[config.mk]
export PLATFORM = sky130hd
export DESIGN_NAME = branch_resolve_unit
export DESIGN_NICKNAME = d
export VERILOG_FILES = /design/src/rtl/branch_resolve_unit.sv
export SDC_FILE = /design/constraint.sdc
export NUM_CORES = 1
export LEC_CHECK = 0
export ABC_AREA = 1
export CAP_MARGIN = 20
export CORE_ASPECT_RATIO = 1.75
export CORE_MARGIN = 3
export CORE_UTILIZATION = 50
export CTS_BUF_LIST = sky130_fd_sc_hd__clkbuf_8 sky130_fd_sc_hd__clkbuf_16
export DETAILED_ROUTE_END_ITERATION = 8
export GPL_TIMING_DRIVEN = 0
export PLACE_DENSITY = 0.74
export REMOVE_ABC_BUFFERS = 1
export SYNTH_ARGS = -nofsm -noshare
export SYNTH_HDL_FRONTEND = slang
export SYNTH_SLANG_ARGS = --single-unit
export TNS_END_PERCENT = 10
[constraint.sdc]
create_clock -name clk -period 5.7 [get_ports clk]
set_input_delay 0.855 -clock clk [delete_from_list [all_inputs] [get_ports clk]]
set_output_delay 0.855 -clock clk [all_outputs]
set_load 0.02 [all_outputs]
[src/rtl/branch_resolve_unit.sv]
// Branch resolve unit: queues fetch-stage predictions, resolves them against EXEC outcomes,
// feeds the predictor and issues redirect/flush on mispredicts. Optional stats via BRU_STATS_EN.
module branch_resolve_unit #(
    parameter int DEPTH        = 4,
    parameter int FLUSH_CYCLES = 3
) (
    input  logic        clk,
    input  logic        reset,
    input  logic        f_push,
    input  logic [31:0] f_pc,
    input  logic        f_pred_taken,
    input  logic [31:0] f_pred_addr,
    output logic        f_full,
    input  logic        x_valid,
    input  logic        x_is_branch,
    input  logic        x_taken,
    input  logic [31:0] x_target,
    output logic        fb_valid,
    output logic        fb_taken,
    output logic        redirect_valid,
    output logic [31:0] redirect_pc,
    output logic        flush,
    output logic        underflow_err,
    output logic [31:0] br_count,
    output logic [31:0] mp_count
);
    localparam int AW = $clog2(DEPTH);
    localparam int CW = AW + 1;
    localparam int FW = (FLUSH_CYCLES > 1) ? $clog2(FLUSH_CYCLES) : 1;

    typedef enum logic [0:0] {ST_RUN = 1'b0, ST_FLUSH = 1'b1} state_e;

    state_e        state_q, state_d;
    logic [FW-1:0] fcnt_q, fcnt_d;
    logic [AW-1:0] rd_q, rd_d, wr_q, wr_d;
    logic [CW-1:0] cnt_q, cnt_d;
    logic          fb_valid_q, fb_valid_d, fb_taken_q, fb_taken_d;
    logic          redirect_valid_q, redirect_valid_d;
    logic [31:0]   redirect_pc_q, redirect_pc_d;
    logic          underflow_q, underflow_d;

    logic [31:0]   pc_mem   [DEPTH];
    logic          pt_mem   [DEPTH];
    logic [31:0]   addr_mem [DEPTH];

    logic          full_s, run_s, pop_s, push_s, wr_en_s, mispredict_s;
    logic [31:0]   head_pc_s, head_addr_s, correct_pc_s;
    logic          head_taken_s;

    assign full_s       = (cnt_q == CW'(DEPTH));
    assign run_s        = (state_q == ST_RUN);
    assign pop_s        = run_s && x_valid && (cnt_q != {CW{1'b0}});
    // A pop in the same cycle frees a slot, so a full queue still accepts the push.
    assign push_s       = run_s && f_push && !redirect_valid_q && (!full_s || pop_s);
    assign head_pc_s    = pc_mem[rd_q];
    assign head_taken_s = pt_mem[rd_q];
    assign head_addr_s  = addr_mem[rd_q];
    assign mispredict_s = x_is_branch ? ((x_taken != head_taken_s) ||
                                         (x_taken && (x_target != head_addr_s)))
                                      : head_taken_s;
    assign correct_pc_s = (x_is_branch && x_taken) ? x_target : (head_pc_s + 32'd4);
    assign wr_en_s      = push_s && !(pop_s && mispredict_s);

    // Prediction storage; contents need no reset since pointers and count gate every read.
    always_ff @(posedge clk) begin
        if (wr_en_s) begin
            pc_mem[wr_q]   <= f_pc;
            pt_mem[wr_q]   <= f_pred_taken;
            addr_mem[wr_q] <= f_pred_addr;
        end
    end

    // Next-state: queue bookkeeping, resolve strobes and RUN/FLUSH sequencing.
    always_comb begin
        state_d          = state_q;
        fcnt_d           = fcnt_q;
        rd_d             = rd_q;
        wr_d             = wr_q;
        cnt_d            = cnt_q;
        fb_valid_d       = pop_s && x_is_branch;
        fb_taken_d       = pop_s && x_is_branch && x_taken;
        redirect_valid_d = 1'b0;
        redirect_pc_d    = redirect_pc_q;
        underflow_d      = underflow_q | (run_s && x_valid && (cnt_q == {CW{1'b0}}));
        case (state_q)
            ST_RUN: begin
                if (pop_s && mispredict_s) begin
                    redirect_valid_d = 1'b1;
                    redirect_pc_d    = correct_pc_s;
                    rd_d             = {AW{1'b0}};
                    wr_d             = {AW{1'b0}};
                    cnt_d            = {CW{1'b0}};
                    state_d          = ST_FLUSH;
                    fcnt_d           = FW'(FLUSH_CYCLES - 1);
                end else begin
                    rd_d  = rd_q + AW'(pop_s);
                    wr_d  = wr_q + AW'(push_s);
                    cnt_d = cnt_q + CW'(push_s) - CW'(pop_s);
                end
            end
            ST_FLUSH: begin
                if (fcnt_q == {FW{1'b0}}) begin
                    state_d = ST_RUN;
                end else begin
                    fcnt_d = fcnt_q - FW'(1'b1);
                end
            end
            default: begin
                state_d = ST_RUN;
            end
        endcase
    end

    // State and output registers.
    always_ff @(posedge clk or posedge reset) begin
        if (reset) begin
            state_q          <= ST_RUN;
            fcnt_q           <= {FW{1'b0}};
            rd_q             <= {AW{1'b0}};
            wr_q             <= {AW{1'b0}};
            cnt_q            <= {CW{1'b0}};
            fb_valid_q       <= 1'b0;
            fb_taken_q       <= 1'b0;
            redirect_valid_q <= 1'b0;
            redirect_pc_q    <= 32'h0;
            underflow_q      <= 1'b0;
        end else begin
            state_q          <= state_d;
            fcnt_q           <= fcnt_d;
            rd_q             <= rd_d;
            wr_q             <= wr_d;
            cnt_q            <= cnt_d;
            fb_valid_q       <= fb_valid_d;
            fb_taken_q       <= fb_taken_d;
            redirect_valid_q <= redirect_valid_d;
            redirect_pc_q    <= redirect_pc_d;
            underflow_q      <= underflow_d;
        end
    end

    assign f_full         = full_s;
    assign fb_valid       = fb_valid_q;
    assign fb_taken       = fb_taken_q;
    assign redirect_valid = redirect_valid_q;
    assign redirect_pc    = redirect_pc_q;
    assign flush          = (state_q == ST_FLUSH);
    assign underflow_err  = underflow_q;

`ifdef BRU_STATS_EN
    logic [31:0] br_cnt_q, mp_cnt_q;

    // Saturating resolve/mispredict counters, aligned with the feedback/redirect strobes.
    always_ff @(posedge clk or posedge reset) begin
        if (reset) begin
            br_cnt_q <= 32'h0;
            mp_cnt_q <= 32'h0;
        end else begin
            if (pop_s && x_is_branch && (br_cnt_q != 32'hFFFF_FFFF)) begin
                br_cnt_q <= br_cnt_q + 32'd1;
            end
            if (pop_s && mispredict_s && (mp_cnt_q != 32'hFFFF_FFFF)) begin
                mp_cnt_q <= mp_cnt_q + 32'd1;
            end
        end
    end

    assign br_count = br_cnt_q;
    assign mp_count = mp_cnt_q;
`else
    assign br_count = 32'h0;
    assign mp_count = 32'h0;
`endif
endmodule

==> tab_implementation.tex <==
\begin{tabular}{lr}
\hline
Metric & Value \\
\hline
\multicolumn{2}{l}{\textbf{CTS}} \\
Worst skew pair latency & roughly 540 ps \\
TritonCTS clock tree & yes \\
Count of H-tree levels built during CTS & 1 \\
Clock transition at the registers of the reported paths & 70 ps \\
Buffer count from post-CTS setup fixing & 0 \\
Maximum buffer depth of the clock tree & 3 \\
Num CTS Buffers & 27 \\
Clk sinks & 306 \\
Cts hold-fix bufs & 0 \\
Resized cells post-CTS & 0 \\
Root Buffer Master & sky130\_fd\_sc\_hd\_\_clkbuf\_16 \\
\multicolumn{2}{l}{\textbf{Hold path}} \\
Launch instance of the worst min-delay path & underflow\_err \\
Min-Delay Endpoint & underflow\_err \\
Hold/Removal Path Class & flip-flop to flip-flop \\
Worst hold stages & 1 \\
\multicolumn{2}{l}{\textbf{Critical path}} \\
Chain of cells forming the critical path & buf\_16 > inv\_6 > nand2\_1 > nand3\_1 > nand2\_1 > nand2\_1 > nand2\_1 > inv\_1 > nand2\_1 > nor2\_1 > nand2\_1 > nor2\_1 > nand3\_1 > nand2\_4 > nand2\_2 > nor2\_4 > buf\_12 > buf\_12 \\
Data required time at the worst endpoint & 5930 ps \\
WS Path Type & flip-flop to flip-flop \\
Reg2Reg Depth & 18 \\
Endpoint of the worst register-to-register path & addr\_mem[0][10] \\
Worst flop-to-flop path startpoint & rd\_q[0] \\
Critical-path top delay cell & sky130\_fd\_sc\_hd\_\_dfrtp\_4 \\
Maximum single-stage delay on the critical path & 750 ps \\
Endpoint kind of the worst setup timing path & flip-flop \\
Critical path fanouts, max & 138 \\
Critical path's most frequent cell & sky130\_fd\_sc\_hd\_\_nand2\_1 \\
Data arrival time of the critical path & 5470 ps \\
Crit start category & flip-flop \\
Reg-to-reg slack, setup & 470 ps \\
\multicolumn{2}{l}{\textbf{Final layout}} \\
Highest-count cells in the layout ignoring fill and taps & sky130\_fd\_sc\_hd\_\_nand2\_1 (548), sky130\_fd\_sc\_hd\_\_edfxtp\_1 (260), sky130\_fd\_sc\_hd\_\_nand3\_1 (142), sky130\_fd\_sc\_hd\_\_clkdlybuf4s50\_1 (140), sky130\_fd\_sc\_hd\_\_nor2\_1 (75) \\
Area added between synthesis and finish & 18.1\% \\
Layout Cells excl Fill & just under 2000 \\
Fillers & about 2300 \\
Fraction of final layout cells with drive strength greater than 1 & under 10\% \\
Leading cell type in the layout, fill and taps excluded & sky130\_fd\_sc\_hd\_\_nand2\_1 \\
Post-layout net count & 1637 \\
\multicolumn{2}{l}{\textbf{Logic synthesis}} \\
Post-synth cell types & 41 \\
Share of the yosys chip area belonging to registers & roughly 63\% \\
Post-synth design cell area & $\sim$0.014 mm² \\
Flops \& latches, synth & 306 \\
Async set-or-reset flop fraction in the synthesized netlist & between 15 and 20\% \\
Main flop type after synthesis & sky130\_fd\_sc\_hd\_\_edfxtp\_1 \\
Synth Instances & between 1000 and 1500 \\
Number of warnings reported in the yosys synthesis log & 0 \\
Syn Area/Cell & between 10 and 15 µm² \\
Post-synth EDFFs & 260 \\
\multicolumn{2}{l}{\textbf{Timing}} \\
Max-slew violation count & 0 \\
Total negative slack & 0 ps \\
Setup repair after global routing missed its margin & false \\
Timing-limited maximum frequency & 191 MHz \\
Count of final hold-check violations & 0 \\
Hold slack final & roughly 480 ps \\
Worst clock skew & approximately 11 ps \\
Pin slew with the least headroom to its limit & 1070 ps \\
Number of failing setup endpoints in the final timing report & 0 \\
Setup WS post-layout & 467 ps \\
Period utilization & 91.8\% \\
Final period demand of the worst path & 5230 ps \\
Relative slew slack & 28.4\% \\
\multicolumn{2}{l}{\textbf{Job}} \\
Number of max-capacitance violations reported & 0 \\
\multicolumn{2}{l}{\textbf{GRT}} \\
Initial antenna violation count & 1 \\
Via count of the first global-routing pass & 9658 \\
Pin count of the biggest net entering global routing & 139 \\
Global-route usage over all layers & 22.3\% \\
Global-route wire length before repair & 53.1 mm \\
Residual overflow from global routing & 0 \\
\multicolumn{2}{l}{\textbf{Die}} \\
Die Height & between 200 and 250 µm \\
Count of pins on the block boundary & 205 \\
Floorplan die area & 0.0305 mm² \\
Placement Rows & between 80 and 90 \\
Core area & around 0.028 mm² \\
Effective utilization at floorplan & 50.7\% \\
Die Width & between 100 and 150 µm \\
\multicolumn{2}{l}{\textbf{Status}} \\
Result of the run & finished, final reports clean \\
\multicolumn{2}{l}{\textbf{Routing}} \\
Overall via count from detail\_route & 9986 \\
Remaining antenna violation count & 0 \\
Vias per Instance & 5.20 \\
Number of iterations in the first detailed-routing pass & 5 \\
Violation count after the first detailed-route iteration & just under 800 \\
Drc violations & 0 \\
Average wire per standard cell & between 15 and 20 µm \\
Drt total wl & 34.6 mm \\
\multicolumn{2}{l}{\textbf{Pwr}} \\
Power per unit of standard cell area & roughly 480 mW/mm² \\
Max rail drop VDD & 0.260 mV \\
Leakage power & 6.60 nW \\
\multicolumn{2}{l}{\textbf{Place}} \\
Weighted congestion at the end of routability-driven global placement & $\sim$0.86 \\
Buffers added on ports & 140 \\
Cells after DPL & 1872 \\
Worst slack, placed & -120 ps \\
Sum of net half-perimeters after detailed placement & 23.2 mm \\
\hline
\end{tabular}
[metrics by stage]
stage | instance area, µm² | utilization [%] | total power (W)
global route | 16800 | 59.9 | 0.00848
global placement | 15400 | 55.1 | 0.00597
detailed placement | 15700 | 56.3 | 0.00601
CTS | 16700 | 59.9 | 0.00804
floorplan | 13500 | - | 0.00491
finish | 16800 | 59.9 | 0.00801
[state kept, by name, indices dropped and copies added (netlist names), 2 cells and up]
name,count
redirect_pc,32
cnt_q,3
pc_mem,128
fcnt_q,2
addr_mem,128
rd_q,2
wr_q,2
pt_mem,4
[layer usage]
metal | global-route usage [%] | share of wire, % | vias up
met3 | 2.33 | 6.1 | 64
met2 | 41.2 | 53 | 403
met1 | 26.6 | 37 | 4720
met4 | 8.56 | 3.3 | 0
li1 | - | - | 4799
met5 | 0 | 0 | -
[report_power, final]
part	total [W]	internal, W	switching (W)
logic	0.00284	0.000955	0.00189
clock network	0.00203	0.00123	0.000798
registers	0.00314	0.00286	0.000276
[critical path, delay by kind of cell, from the launching register on]
kind          cells  cell delay (ps)
simple gates     13             2360
buf+inv           5             1580
flops             1              750
[cell usage after synthesis (all sizes together) (8+ instances only)]
cell	count	area share, %
nor2	92	2.7
nand2	556	15
clkbuf	9	0.24
dfrtp	46	8.1
a21oi	8	0.34
inv	53	1.4
xor2	16	0.99
o21ai	47	1.7
nand3	143	5.1
nand3b	17	0.90
edfxtp	260	55
o211ai	8	0.42
buf	112	6.0
[cell type report]
type                       count  area [µm²]  share of cell area [%]
clock inverter                22         328                    1.96
antenna                        1        2.50                  0.0149
tap                          373         467                    2.79
multi-input combinational    986        4400                    26.3
sequential                   306        8970                    53.5
clock buffer                  27         676                    4.03
timing repair buffer         153        1700                    10.1
inverter                      54         210                    1.25
[how the worst max path moves through the flow]
| stage | startpoint | endpoint | slack, ps | depth (start not counted) |
|---|---|---|---|---|
| after global routing | rd_q[0] | addr_mem[0][29] | 60 | 16 |
| after global placement | rd_q[0] | addr_mem[1][26] | -7050 | 12 |
| after CTS | rd_q[0] | addr_mem[0][19] | 90 | 18 |
| after detailed placement | x_is_branch | addr_mem[0][26] | -120 | 16 |
| after floorplan | rd_q[0] | addr_mem[0][0] | -1880 | 14 |
| final | rd_q[0] | addr_mem[0][10] | 470 | 18 |
[kinds of logic after synthesis]
logic type      synth area share, %
simple gates                   24.0
flops                          63.1
buf+inv                        7.74
compound gates                 2.78
xor+xnor                       1.42
fa+ha+maj                     0.582
mux                           0.282
other cells                  0.0264
Note: power is estimated with default switching activity, not from simulation.
